===== src/rtl/fetch_unit.sv =====
// Instruction fetch stage: owns the PC, issues word fetches, buffers returned
// words in order with their PC, and flushes buffered/in-flight work on redirect.
module fetch_unit #(
  parameter logic [31:0] RESET_PC = 32'h0000_0000,
  parameter int unsigned DEPTH    = 2
) (
  input  logic        clk,
  input  logic        reset,
  output logic        imem_req_valid,
  input  logic        imem_req_ready,
  output logic [31:0] imem_req_addr,
  input  logic        imem_rsp_valid,
  input  logic [31:0] imem_rsp_data,
  input  logic        redirect_valid,
  input  logic [31:0] redirect_pc,
  output logic        instr_valid,
  input  logic        instr_ready,
  output logic [31:0] instr,
  output logic [31:0] instr_pc
);

  localparam int unsigned   AW         = $clog2(DEPTH);
  localparam int unsigned   CW         = $clog2(DEPTH + 1);
  localparam logic [CW-1:0] DEPTH_C    = CW'(DEPTH);
  localparam logic [31:0]   RESET_PC_A = {RESET_PC[31:2], 2'b00};

  logic [31:0]   pc_q, pc_d;
  logic [31:0]   rsp_pc_q, rsp_pc_d;
  logic [CW-1:0] inflight_q, inflight_d;
  logic [CW-1:0] discard_q, discard_d;
  logic [CW-1:0] count_q, count_d;
  logic [AW-1:0] rd_q, rd_d;
  logic [AW-1:0] wr_q, wr_d;
  logic [31:0]   fifo_pc_q   [DEPTH];
  logic [31:0]   fifo_data_q [DEPTH];

  logic [CW:0] used;
  logic        req_fire, push, pop, has_head;

  assign used           = {1'b0, inflight_q} + {1'b0, count_q};
  assign imem_req_valid = !reset && !redirect_valid && (used < {1'b0, DEPTH_C});
  assign imem_req_addr  = pc_q;
  assign req_fire       = imem_req_valid && imem_req_ready;
  assign push           = imem_rsp_valid && !redirect_valid && (discard_q == '0);
  assign has_head       = !reset && (count_q != '0);
  assign instr_valid    = has_head && !redirect_valid;
  assign instr          = has_head ? fifo_data_q[rd_q] : '0;
  assign instr_pc       = has_head ? fifo_pc_q[rd_q] : '0;
  assign pop            = instr_valid && instr_ready;

  always_comb begin
    pc_d       = pc_q;
    rsp_pc_d   = rsp_pc_q;
    inflight_d = inflight_q;
    discard_d  = discard_q;
    count_d    = count_q;
    rd_d       = rd_q;
    wr_d       = wr_q;

    unique case ({req_fire, imem_rsp_valid})
      2'b10:   inflight_d = inflight_q + CW'(1);
      2'b01:   inflight_d = inflight_q - CW'(1);
      default: ;
    endcase

    if (redirect_valid) begin
      pc_d      = {redirect_pc[31:2], 2'b00};
      rsp_pc_d  = {redirect_pc[31:2], 2'b00};
      count_d   = '0;
      rd_d      = '0;
      wr_d      = '0;
      // inflight already counts earlier stale requests, so after dropping this
      // cycle's response every remaining outstanding request is stale.
      discard_d = inflight_d;
    end else begin
      if (req_fire) pc_d = pc_q + 32'd4;
      if (imem_rsp_valid && (discard_q != '0)) discard_d = discard_q - CW'(1);
      if (push) begin
        wr_d     = wr_q + AW'(1);
        rsp_pc_d = rsp_pc_q + 32'd4;
      end
      if (pop) rd_d = rd_q + AW'(1);
      unique case ({push, pop})
        2'b10:   count_d = count_q + CW'(1);
        2'b01:   count_d = count_q - CW'(1);
        default: ;
      endcase
    end
  end

  always_ff @(posedge clk) begin
    if (reset) begin
      pc_q       <= RESET_PC_A;
      rsp_pc_q   <= RESET_PC_A;
      inflight_q <= '0;
      discard_q  <= '0;
      count_q    <= '0;
      rd_q       <= '0;
      wr_q       <= '0;
    end else begin
      pc_q       <= pc_d;
      rsp_pc_q   <= rsp_pc_d;
      inflight_q <= inflight_d;
      discard_q  <= discard_d;
      count_q    <= count_d;
      rd_q       <= rd_d;
      wr_q       <= wr_d;
    end
  end

  always_ff @(posedge clk) begin
    if (!reset && push) begin
      fifo_pc_q[wr_q]   <= rsp_pc_q;
      fifo_data_q[wr_q] <= imem_rsp_data;
    end
  end

  always_ff @(posedge clk) begin
    if (!reset) begin
      assert (!(push && !pop && (count_q == DEPTH_C)));
      assert (!(imem_rsp_valid && (inflight_q == '0)));
      assert (discard_q <= inflight_q);
      assert (used <= {1'b0, DEPTH_C});
    end
  end

endmodule


===== config.mk =====
export PLATFORM = sky130hd
export DESIGN_NAME = fetch_unit
export DESIGN_NICKNAME = d
export VERILOG_FILES = /design/src/rtl/fetch_unit.sv
export SDC_FILE = /design/constraint.sdc
export NUM_CORES = 1
export LEC_CHECK = 0
export ABC_AREA = 0
export CAP_MARGIN = 10
export CORE_UTILIZATION = 30
export DETAILED_ROUTE_END_ITERATION = 8
export SLEW_MARGIN = 5
export SYNTH_ARGS = -nofsm -noshare
export SYNTH_HDL_FRONTEND = slang
export SYNTH_SLANG_ARGS = --single-unit

===== constraint.sdc =====
create_clock -name clk -period 7.3 [get_ports clk]
set_clock_uncertainty 0.1 [all_clocks]
set_input_delay 1.46 -clock clk [delete_from_list [all_inputs] [get_ports clk]]
set_output_delay 1.46 -clock clk [all_outputs]
set_load 0.005 [all_outputs]

==> results of run 1 <==
[logic make-up (layout without fill, tap and decap cells)]
family | Yosys count | after routing | synth area share [%]
AND/OR/NAND/NOR | 275 | 275 | 17.2
flip-flops | 193 | 193 | 58.5
AO/OA/AOI/OAI | 129 | 129 | 10.3
buffers and inverters | 69 | 221 | 3.17
multiplexers | 63 | 63 | 7.23
XOR/XNOR | 26 | 26 | 2.61
adder cells (fa/ha/maj) | 6 | 6 | 0.947
other | 1 | 4 | 0.0430
[where the power goes]
part           internal, mW  switching [mW]  leakage (nW)
Combinational         0.111           0.103          1.55
Sequential             1.21          0.0474          1.71
Clock                 0.438           0.403         0.242
Total                  1.76           0.554          3.50
[cells in the mapped netlist, types with 17 or more instances]
master	n	share of area [%]
dfxtp_1	69	16
nor3_1	26	1.5
clkbuf_1	37	1.6
or3_1	17	1.2
nor2_1	88	3.8
a21oi_1	24	1.4
edfxtp_1	124	43
inv_1	20	0.86
nand3_1	23	1.3
nand2_1	26	1.1
nand4_1	22	1.6
mux2i_1	63	7.2
[layout make-up]
class	count	share of cell area, %
flip-flops and latches	193	45.6
multi-input cells	503	30.0
repair buffers	168	14.8
well taps	384	4.28
clock buffers	21	3.93
clock inverters	11	0.736
inverters	21	0.703
[flip-flops by register name (all words and copies together) (netlist names), 2 cells and up, named ones only]
register       flops
inflight_q         2
rsp_pc_q          30
imem_req_addr     30
fifo_pc_q         60
fifo_data_q       64
count_q            2
discard_q          2
[worst min-delay path by stage]
stage,from,to,slack [ns],cells past startpoint
2_1_floorplan,rsp_pc_q[15]$_SDFFE_PP0P_,fifo_pc_q[0][15]$_DFFE_PP_,0.32,0
3_3_place_gp,rsp_pc_q[31]$_SDFFE_PP0P_,fifo_pc_q[1][31]$_DFFE_PP_,0.37,0
3_5_place_dp,imem_req_addr[31]$_SDFFE_PP0P_,imem_req_addr[31]$_SDFFE_PP0P_,0.37,1
4_1_cts,imem_req_addr[31]$_SDFFE_PP0P_,imem_req_addr[31]$_SDFFE_PP0P_,0.39,1
5_1_grt,rsp_pc_q[31]$_SDFFE_PP0P_,fifo_pc_q[1][31]$_DFFE_PP_,0.41,0
6_report,imem_req_addr[31]$_SDFFE_PP0P_,imem_req_addr[31]$_SDFFE_PP0P_,0.39,1
[routing by layer]
layer	share of wire [%]	GRT usage, %	vias up
met1	50	20.7	3017
met4	2.2	5.73	0
met5	0	0	-
met3	5.0	2.79	31
li1	-	-	3144
met2	43	21.1	212
==> results.rst, run 1 <==
.. list-table::
   :header-rows: 1

   * - Metric
     - Value
   * - Run status
     - completed
   * - Worst min-delay path category
     - reg -> reg
   * - Via-per-instance ratio
     - 4.92
   * - # resized after CTS
     - 0
   * - WS Path Type
     - in -> out
   * - Ys Warns
     - 0
   * - Pins over their slew limit
     - 0
   * - Worst slack at placement
     - ~2.0 ns
   * - Netlist cell types
     - approximately 60
   * - Number of inserted diodes
     - 0
   * - Number of flops mapped to enable cells by yosys
     - 124
   * - Combined area of all synthesized cells
     - 8720 sq um
   * - Register-to-Register Setup Slack
     - approximately 4.6 ns
   * - Number of rows created at floorplan
     - between 60 and 70
   * - Number of top-level pins
     - 168
   * - Detailed-route via count
     - 6404
   * - Number of H-tree levels
     - 4
   * - Top_reg_cell synth
     - edfxtp_1
   * - Async set-reset flop share out of synthesis
     - 0%
   * - Via count of the first global-routing pass
     - 6004
   * - CP Launch Point
     - reset
   * - Detailed Route WL
     - 21.5 mm
   * - Worst-Margin Slew
     - 1.13 ns
   * - Clock period minus worst slack
     - ~5.3 ns
   * - List of cells traversed by the critical path
     - clkdlybuf4s50_1 -> nand2b_2 -> buf_4 -> nor2_1 -> clkdlybuf4s50_1
   * - Type of element launching the critical path
     - input pin
   * - # clock sinks
     - 193
   * - Number of violations reported at the end of detailed-routing iteration 0
     - 439
   * - Die W
     - between 150 and 200 microns
   * - Max stage delay on crit path
     - 0.70 ns
   * - Area Overhead vs Synth
     - 28.6%
   * - Register area share after synthesis
     - 58.5%
   * - Highest attainable clock frequency
     - 0.189 GHz
   * - Max Root-Sink Buffers
     - 2
   * - Setup violators final
     - 0
   * - Power, Total
     - approximately 2.3 mW
   * - Number of max-cap violations
     - 0
   * - Pre-Repair DR Iteration Count
     - 4
   * - Register cell area after layout
     - 5110 sq um
   * - Initial standard-cell utilization of the core
     - 30.5%
   * - Clock-pin slew on the worst setup and hold paths
     - about 0.070 ns
   * - Share of the core filled with cells
     - a little under 40%
   * - Cells after synthesis
     - between 700 and 800
   * - Insertion delay to the later sink of the worst-skew pair
     - 0.43 ns
   * - Portion of the clock cycle consumed by the worst path in the final layout
     - 72.5%
   * - Number of remaining DRC errors
     - 0
   * - Post-route ant nets
     - 0
   * - Total Negative Setup Slacks
     - 0 ns
   * - Data required, critical path
     - ~5.7 ns
   * - Final Hold Slack
     - between 0.3 and 0.4 ns
   * - Maximum vdd drop
     - about 0.15 mV
   * - Worst setup endpoint
     - instr[8]
   * - Drt wl/cell
     - 16.5 microns
   * - Power density over cell area
     - a little over 200 nW/um^2
   * - Number of buffers created by CTS
     - 17
   * - Share of post-route cells with drive strength above 1
     - 5.45%
   * - Syn_area_per_cell
     - 11.4 sq um
   * - Unrepaired setup endpoints after global routing
     - false
   * - Dpl cells
     - 1269
   * - Number of buffers inserted by hold repair at cts
     - 0
   * - Cell with the most instances on the worst path
     - clkdlybuf4s50_1
   * - Path length in cells of the critical path
     - 5
   * - Core Area
     - 28600 sq um
   * - Area of placed instances
     - 10700 sq um
   * - Leak pwr
     - 3.50 nW
   * - Die boundary height
     - 173 microns
   * - Fill cell instance count of the final layout
     - ~2800
   * - Overflow after GRT
     - 0
   * - Total routing resource utilization after global routing
     - 14.4%
   * - Worst Reg2Reg Path Length in Cells
     - 6
   * - Wire length of the first global-routing pass
     - 33.7 mm
   * - Worst slew margin relative to its limit
     - about a quarter
   * - Worst setup margin
     - around 2 ns
   * - Data arrival time of the critical path
     - 3.73 ns
   * - Port-buffer cells
     - 161
   * - Sort of element at the end of the critical path
     - output pin
   * - Footprint of the multi-input gates
     - 3360 sq um
   * - Slowest stage cell, crit path
     - nand2b_2
   * - Family of cells with the greatest summed delay on the critical path
     - buffers and inverters
   * - CTS Root Buffer Type
     - clkbuf_16
   * - Worst Path Max Fanout
     - 47
   * - Post-detail-place hpwl
     - between 10 and 15 mm
   * - Most used cells in the layout excluding fill and tap cells
     - clkdlybuf4s50_1, edfxtp_1, nor2_1
   * - Design Area, Final
     - 11200 sq um
   * - Cell Count, Final, Fillers Out
     - around 1300
   * - Post-CTS setup buffer count
     - 0
   * - Final Hold Violating Endpoints
     - 0
   * - RR Startpoint
     - count_q[0]$_SDFFE_PP0P_
   * - End of the worst register-to-register path
     - imem_req_addr[31]$_SDFFE_PP0P_
   * - Placer Congestion
     - 0.775
   * - CTS tree
     - yes
   * - Fin nets
     - 980
   * - Die footprint
     - around 30000 sq um
   * - Number of antenna violations at the first check in global routing
     - 0
   * - Number of register bits inferred by synthesis
     - about 190
   * - Number of buffer and inverter instances along the worst setup path
     - 3
   * - Largest net degree at the start of global routing
     - 63
   * - Most common cell after layout, fill and taps aside
     - clkdlybuf4s50_1
No activity file was read; power rests on OpenSTA's default activity.
==> inputs of run 2 (changes only) <==
clock period = 4.4 ns   (was 7.3 ns; I/O delays follow)
==> results.rst, run 2 (same netlist as run 1, synthesis figures left out) <==
.. list-table::
   :header-rows: 1

   * - Metric
     - Value
   * - Run status
     - completed
   * - Core Area
     - 28600 sq um
   * - Worst-Margin Slew
     - 0.630 ns
   * - Type of element launching the critical path
     - input pin
   * - Number of top-level pins
     - about 170
   * - Port-buffer cells
     - 161
   * - Sort of element at the end of the critical path
     - output pin
   * - Worst slew margin relative to its limit
     - between 50% and 60%
   * - Data required, critical path
     - 3.42 ns
   * - Max FFs per register
     - 64
   * - # clock sinks
     - 193
   * - Number of buffers inserted by hold repair at cts
     - 0
   * - Unrepaired setup endpoints after global routing
     - false
   * - Net switching power of the design
     - ~960 uW
   * - Worst Reg2Reg Path Length in Cells
     - 9
   * - Dpl cells
     - 1270
   * - CTS Root Buffer Type
     - clkbuf_16
   * - Portion of the clock cycle consumed by the worst path in the final layout
     - 84.5%
   * - Max Root-Sink Buffers
     - 2
   * - Hold depth
     - 1
   * - Worst min-delay path category
     - reg -> reg
   * - Drt wl/cell
     - 16.7 microns
   * - Most used cells in the layout excluding fill and tap cells
     - clkdlybuf4s50_1, edfxtp_1, nor2_1
   * - Largest registers
     - fifo_data_q x64, fifo_pc_q x60
   * - Post-route ant nets
     - 0
   * - Most flops, register
     - fifo_data_q
   * - Setup violators final
     - 0
   * - Final Hold Violating Endpoints
     - 0
   * - Die W
     - ~170 microns
   * - Number of remaining DRC errors
     - 0
   * - Via count of the first global-routing pass
     - about 6200
   * - Placer Congestion
     - 0.802
   * - Number of violations reported at the end of detailed-routing iteration 0
     - 329
   * - Number of rows created at floorplan
     - 62
   * - Number of max-cap violations
     - 0
   * - Most common cell after layout, fill and taps aside
     - clkdlybuf4s50_1
   * - Fin nets
     - 981
   * - Register cell area after layout
     - 5110 sq um
   * - Sw frac
     - 24.2%
   * - Worst Path Max Fanout
     - 9
   * - Die boundary height
     - 173 microns
   * - Via-per-instance ratio
     - between 4 and 5
   * - Total Negative Setup Slacks
     - 0 ns
   * - Footprint of the multi-input gates
     - roughly 3400 sq um
   * - Pins over their slew limit
     - 0
   * - Highest attainable clock frequency
     - roughly 0.27 GHz
   * - Detailed Route WL
     - 21.7 mm
   * - Clock-pin slew on the worst setup and hold paths
     - 0.08 ns
   * - Post-CTS setup buffer count
     - 0
   * - Area Overhead vs Synth
     - 30.0%
   * - Detailed-route via count
     - roughly 6500
   * - Fill cell instance count of the final layout
     - 2736
   * - Fraction of power consumed by sequential logic
     - 52.7%
   * - Insertion delay to the later sink of the worst-skew pair
     - between 0.4 and 0.5 ns
   * - Number of antenna violations at the first check in global routing
     - 0
   * - CTS tree
     - yes
   * - Share of the core filled with cells
     - 39.6%
   * - Share of post-route cells with drive strength above 1
     - ~6.0%
   * - Overflow after GRT
     - 0
   * - Data arrival time of the critical path
     - 2.74 ns
   * - Number of buffers created by CTS
     - 17
   * - Area of placed instances
     - 10800 sq um
   * - Pre-Repair DR Iteration Count
     - 5
   * - Clock period minus worst slack
     - between 3 and 4 ns
   * - Largest net degree at the start of global routing
     - between 60 and 70
   * - Wire length of the first global-routing pass
     - 34.7 mm
   * - Internal Pwr Total
     - 2.99 mW
   * - Total routing resource utilization after global routing
     - 14.7%
   * - Comb pwr share
     - 9.1%
   * - Die footprint
     - 29800 sq um
   * - Power density over cell area
     - about 350 nW/um^2
   * - Post-detail-place hpwl
     - 14.9 mm
   * - # resized after CTS
     - 0
   * - Number of inserted diodes
     - 0
   * - Maximum vdd drop
     - 0.249 mV
   * - Share of total power in the clock network
     - approximately two fifths
   * - WS Path Type
     - in -> out
   * - Design Area, Final
     - approximately 11000 sq um
   * - Initial standard-cell utilization of the core
     - 30.5%
   * - Number of H-tree levels
     - 4
   * - Cell Count, Final, Fillers Out
     - approximately 1300
   * - Leak pwr
     - 3.57 nW
## run 2: layer usage
metal	global-route usage (%)	wire length, microns	vias up
li1	-	-	3155
met1	20.8	10700	3118
met2	22.7	9760	206
met5	0	0	-
met3	3.14	986	18
met4	4.06	279	0
## run 2: critical path, cell delays in order
cell             delay, ns
clkdlybuf4s50_1       0.54
or2_2                 0.46
nor3_1                0.28
clkdlybuf4s50_1       0.57
## run 2: path summary, 6_finish.rpt
check / start / to / slack, ns
worst min-delay path: imem_req_addr[31]$_SDFFE_PP0P_ / imem_req_addr[31]$_SDFFE_PP0P_ / 0.38
worst max register to register: count_q[0]$_SDFFE_PP0P_ / discard_q[1]$_SDFFE_PP0P_ / 1.52
worst min register to register: imem_req_addr[31]$_SDFFE_PP0P_ / imem_req_addr[31]$_SDFFE_PP0P_ / 0.38
worst max-delay path: reset / imem_req_valid / 0.68
## run 2: power groups by stage
stage               registers (mW)  clock network [mW]  logic [mW]
floorplan                     2.10                   0       0.185
finish                        2.08                1.51       0.360
detailed placement            2.12                   0       0.361
global placement              2.12                   0       0.356
CTS                           2.08                1.56       0.364
global route                  2.09                1.64       0.396
## run 2: per-stage QoR
stage | hold WS, ns | setup WS (ns) | power (mW)
floorplan | 0.324 | -0.164 | 2.28
global placement | 0.388 | 0.726 | 2.47
detailed placement | 0.365 | 0.726 | 2.48
CTS | 0.383 | 0.712 | 4.01
global route | 0.433 | 0.625 | 4.13
finish | 0.375 | 0.682 | 3.95
## run 2: cell type report
type	count	area share, %
Sequential cell	193	45.1
Multi-Input combinational cell	503	29.8
Timing Repair Buffer	169	15.1
Tap cell	384	4.24
Clock buffer	18	3.79
Clock inverter	14	1.28
Inverter	21	0.695
==> inputs of run 3 (changes only) <==
clock period = 3.85 ns   (was 4.4 ns; I/O delays follow)
==> results.rst, run 3 (same netlist as run 1, synthesis figures left out) <==
.. list-table::
   :header-rows: 1

   * - Metric
     - Value
   * - # resized after CTS
     - 0
   * - Post-detail-place hpwl
     - ~15 mm
   * - Unrepaired setup endpoints after global routing
     - false
   * - Number of rows created at floorplan
     - 62
   * - Worst slew margin relative to its limit
     - 56.1%
   * - WS Path Type
     - in -> out
   * - Largest net degree at the start of global routing
     - 63
   * - Clock period minus worst slack
     - ~3.5 ns
   * - Via count of the first global-routing pass
     - 6132
   * - Initial standard-cell utilization of the core
     - 30.5%
   * - Detailed Route WL
     - between 20 and 25 mm
   * - Post-CTS setup buffer count
     - 0
   * - Max stage delay on crit path
     - 0.59 ns
   * - Most used cells in the layout excluding fill and tap cells
     - clkdlybuf4s50_1, edfxtp_1, nor2_1
   * - Cell with the most instances on the worst path
     - clkdlybuf4s50_1
   * - Slowest stage cell, crit path
     - clkdlybuf4s50_1
   * - Worst Path Max Fanout
     - 62
   * - Power density over cell area
     - approximately 400 nW/um^2
   * - Worst setup margin
     - 0.375 ns
   * - Type of element launching the critical path
     - input pin
   * - Number of antenna violations at the first check in global routing
     - 0
   * - Drt wl/cell
     - 16.6 microns
   * - Wire length of the first global-routing pass
     - 33.9 mm
   * - Most flops, register
     - fifo_data_q
   * - Worst slack at placement
     - 0.384 ns
   * - Worst-Margin Slew
     - 0.658 ns
   * - Total Negative Setup Slacks
     - 0 ns
   * - Maximum vdd drop
     - 0.287 mV
   * - Die W
     - 173 microns
   * - Power, Total
     - 4.51 mW
   * - Number of violations reported at the end of detailed-routing iteration 0
     - 293
   * - Share of post-route cells with drive strength above 1
     - 6.40%
   * - Highest attainable clock frequency
     - 0.288 GHz
   * - Insertion delay to the later sink of the worst-skew pair
     - 0.43 ns
   * - Portion of the clock cycle consumed by the worst path in the final layout
     - 90.3%
   * - CTS tree
     - yes
   * - Max FFs per register
     - 64
   * - Worst min-delay path category
     - reg -> reg
   * - Run status
     - completed
   * - Pre-Repair DR Iteration Count
     - 4
   * - Fin nets
     - 985
   * - Largest registers
     - fifo_data_q x64, fifo_pc_q x60
   * - Overflow after GRT
     - 0
   * - Placer Congestion
     - 0.802
   * - Share of the core filled with cells
     - 39.7%
   * - # clock sinks
     - 193
   * - Port-buffer cells
     - 161
   * - Data arrival time of the critical path
     - 2.61 ns
   * - Final Hold Violating Endpoints
     - 0
   * - Number of top-level pins
     - 168
   * - Die footprint
     - roughly 30000 sq um
   * - Clock-pin slew on the worst setup and hold paths
     - 0.08 ns
   * - Number of buffers inserted by hold repair at cts
     - 0
   * - Number of max-cap violations
     - 0
   * - Area Overhead vs Synth
     - 30.3%
   * - Number of buffers created by CTS
     - 17
   * - Max Root-Sink Buffers
     - 2
   * - Detailed-route via count
     - around 6500
   * - Die boundary height
     - roughly 170 microns
   * - Number of inserted diodes
     - 0
   * - Leak pwr
     - 3.58 nW
   * - Setup violators final
     - 0
   * - Fill cell instance count of the final layout
     - 2758
   * - Number of H-tree levels
     - 4
   * - Final Hold Slack
     - 0.383 ns
   * - Core Area
     - 28600 sq um
   * - Number of remaining DRC errors
     - 0
   * - CTS Root Buffer Type
     - clkbuf_16
   * - Via-per-instance ratio
     - 4.97
   * - List of cells traversed by the critical path
     - clkdlybuf4s50_1 -> nand2b_2 -> buf_12 -> nor2_1 -> clkdlybuf4s50_1
   * - Most common cell after layout, fill and taps aside
     - clkdlybuf4s50_1
   * - Total routing resource utilization after global routing
     - between 10% and 20%
   * - Data required, critical path
     - 2.98 ns
   * - Sort of element at the end of the critical path
     - output pin
   * - Pins over their slew limit
     - 0
   * - Post-route ant nets
     - 0
run 3: changes by cell type in the layout (fill, tap and decap cells not counted), sizes merged:
cell	change
clkinvlp	+2
buf	+4
clkbuf	+1
inv	-3
run 3: power by group:
group	switching, mW	internal [mW]	total, mW	leakage, nW
logic	0.200	0.215	0.415	1.60
clock network	0.794	0.923	1.72	0.274
registers	0.0906	2.29	2.38	1.71
total	1.08	3.43	4.51	3.58
run 3: layer usage:
layer,vias up,wire [microns],track usage [%]
met5,-,0,0
met4,0,380,4.87
met3,27,1090,3.38
met2,201,9680,22.1
met1,3087,10500,20.5
li1,3174,-,-
run 3: cell type report:
class	count	area, sq um	area share (%)
Timing Repair Buffer	173	1750	15.4
Clock buffer	19	443	3.90
Clock inverter	13	129	1.13
Multi-Input combinational cell	503	3380	29.7
Inverter	21	78.8	0.694
Sequential cell	193	5110	45.0
Tap cell	384	480	4.23
run 3: critical path, delay by kind of cell:
family,cells,cell delay [ns]
simple gates,2,0.48
buf+inv,3,1.31
run 3: stage by stage:
| stage | cell area, sq um | instances |
|---|---|---|
| finish | 11400 | 1306 |
| global route | 11400 | 1306 |
| CTS | 11400 | 1306 |
| detailed placement | 10800 | 1274 |
| global placement | 10800 | 1274 |
| floorplan | 8740 | 765 |
run 3: final timing paths:
| path | slack (ns) | startpoint | depth (start not counted) | end |
|---|---|---|---|---|
| hold / removal | 0.38 | imem_req_addr[31]$_SDFFE_PP0P_ | 1 | imem_req_addr[31]$_SDFFE_PP0P_ |
| hold reg to reg | 0.38 | imem_req_addr[31]$_SDFFE_PP0P_ | 1 | imem_req_addr[31]$_SDFFE_PP0P_ |
| setup reg to reg | 1.09 | count_q[0]$_SDFFE_PP0P_ | 8 | discard_q[1]$_SDFFE_PP0P_ |
| setup / recovery | 0.37 | reset | 5 | instr[8] |
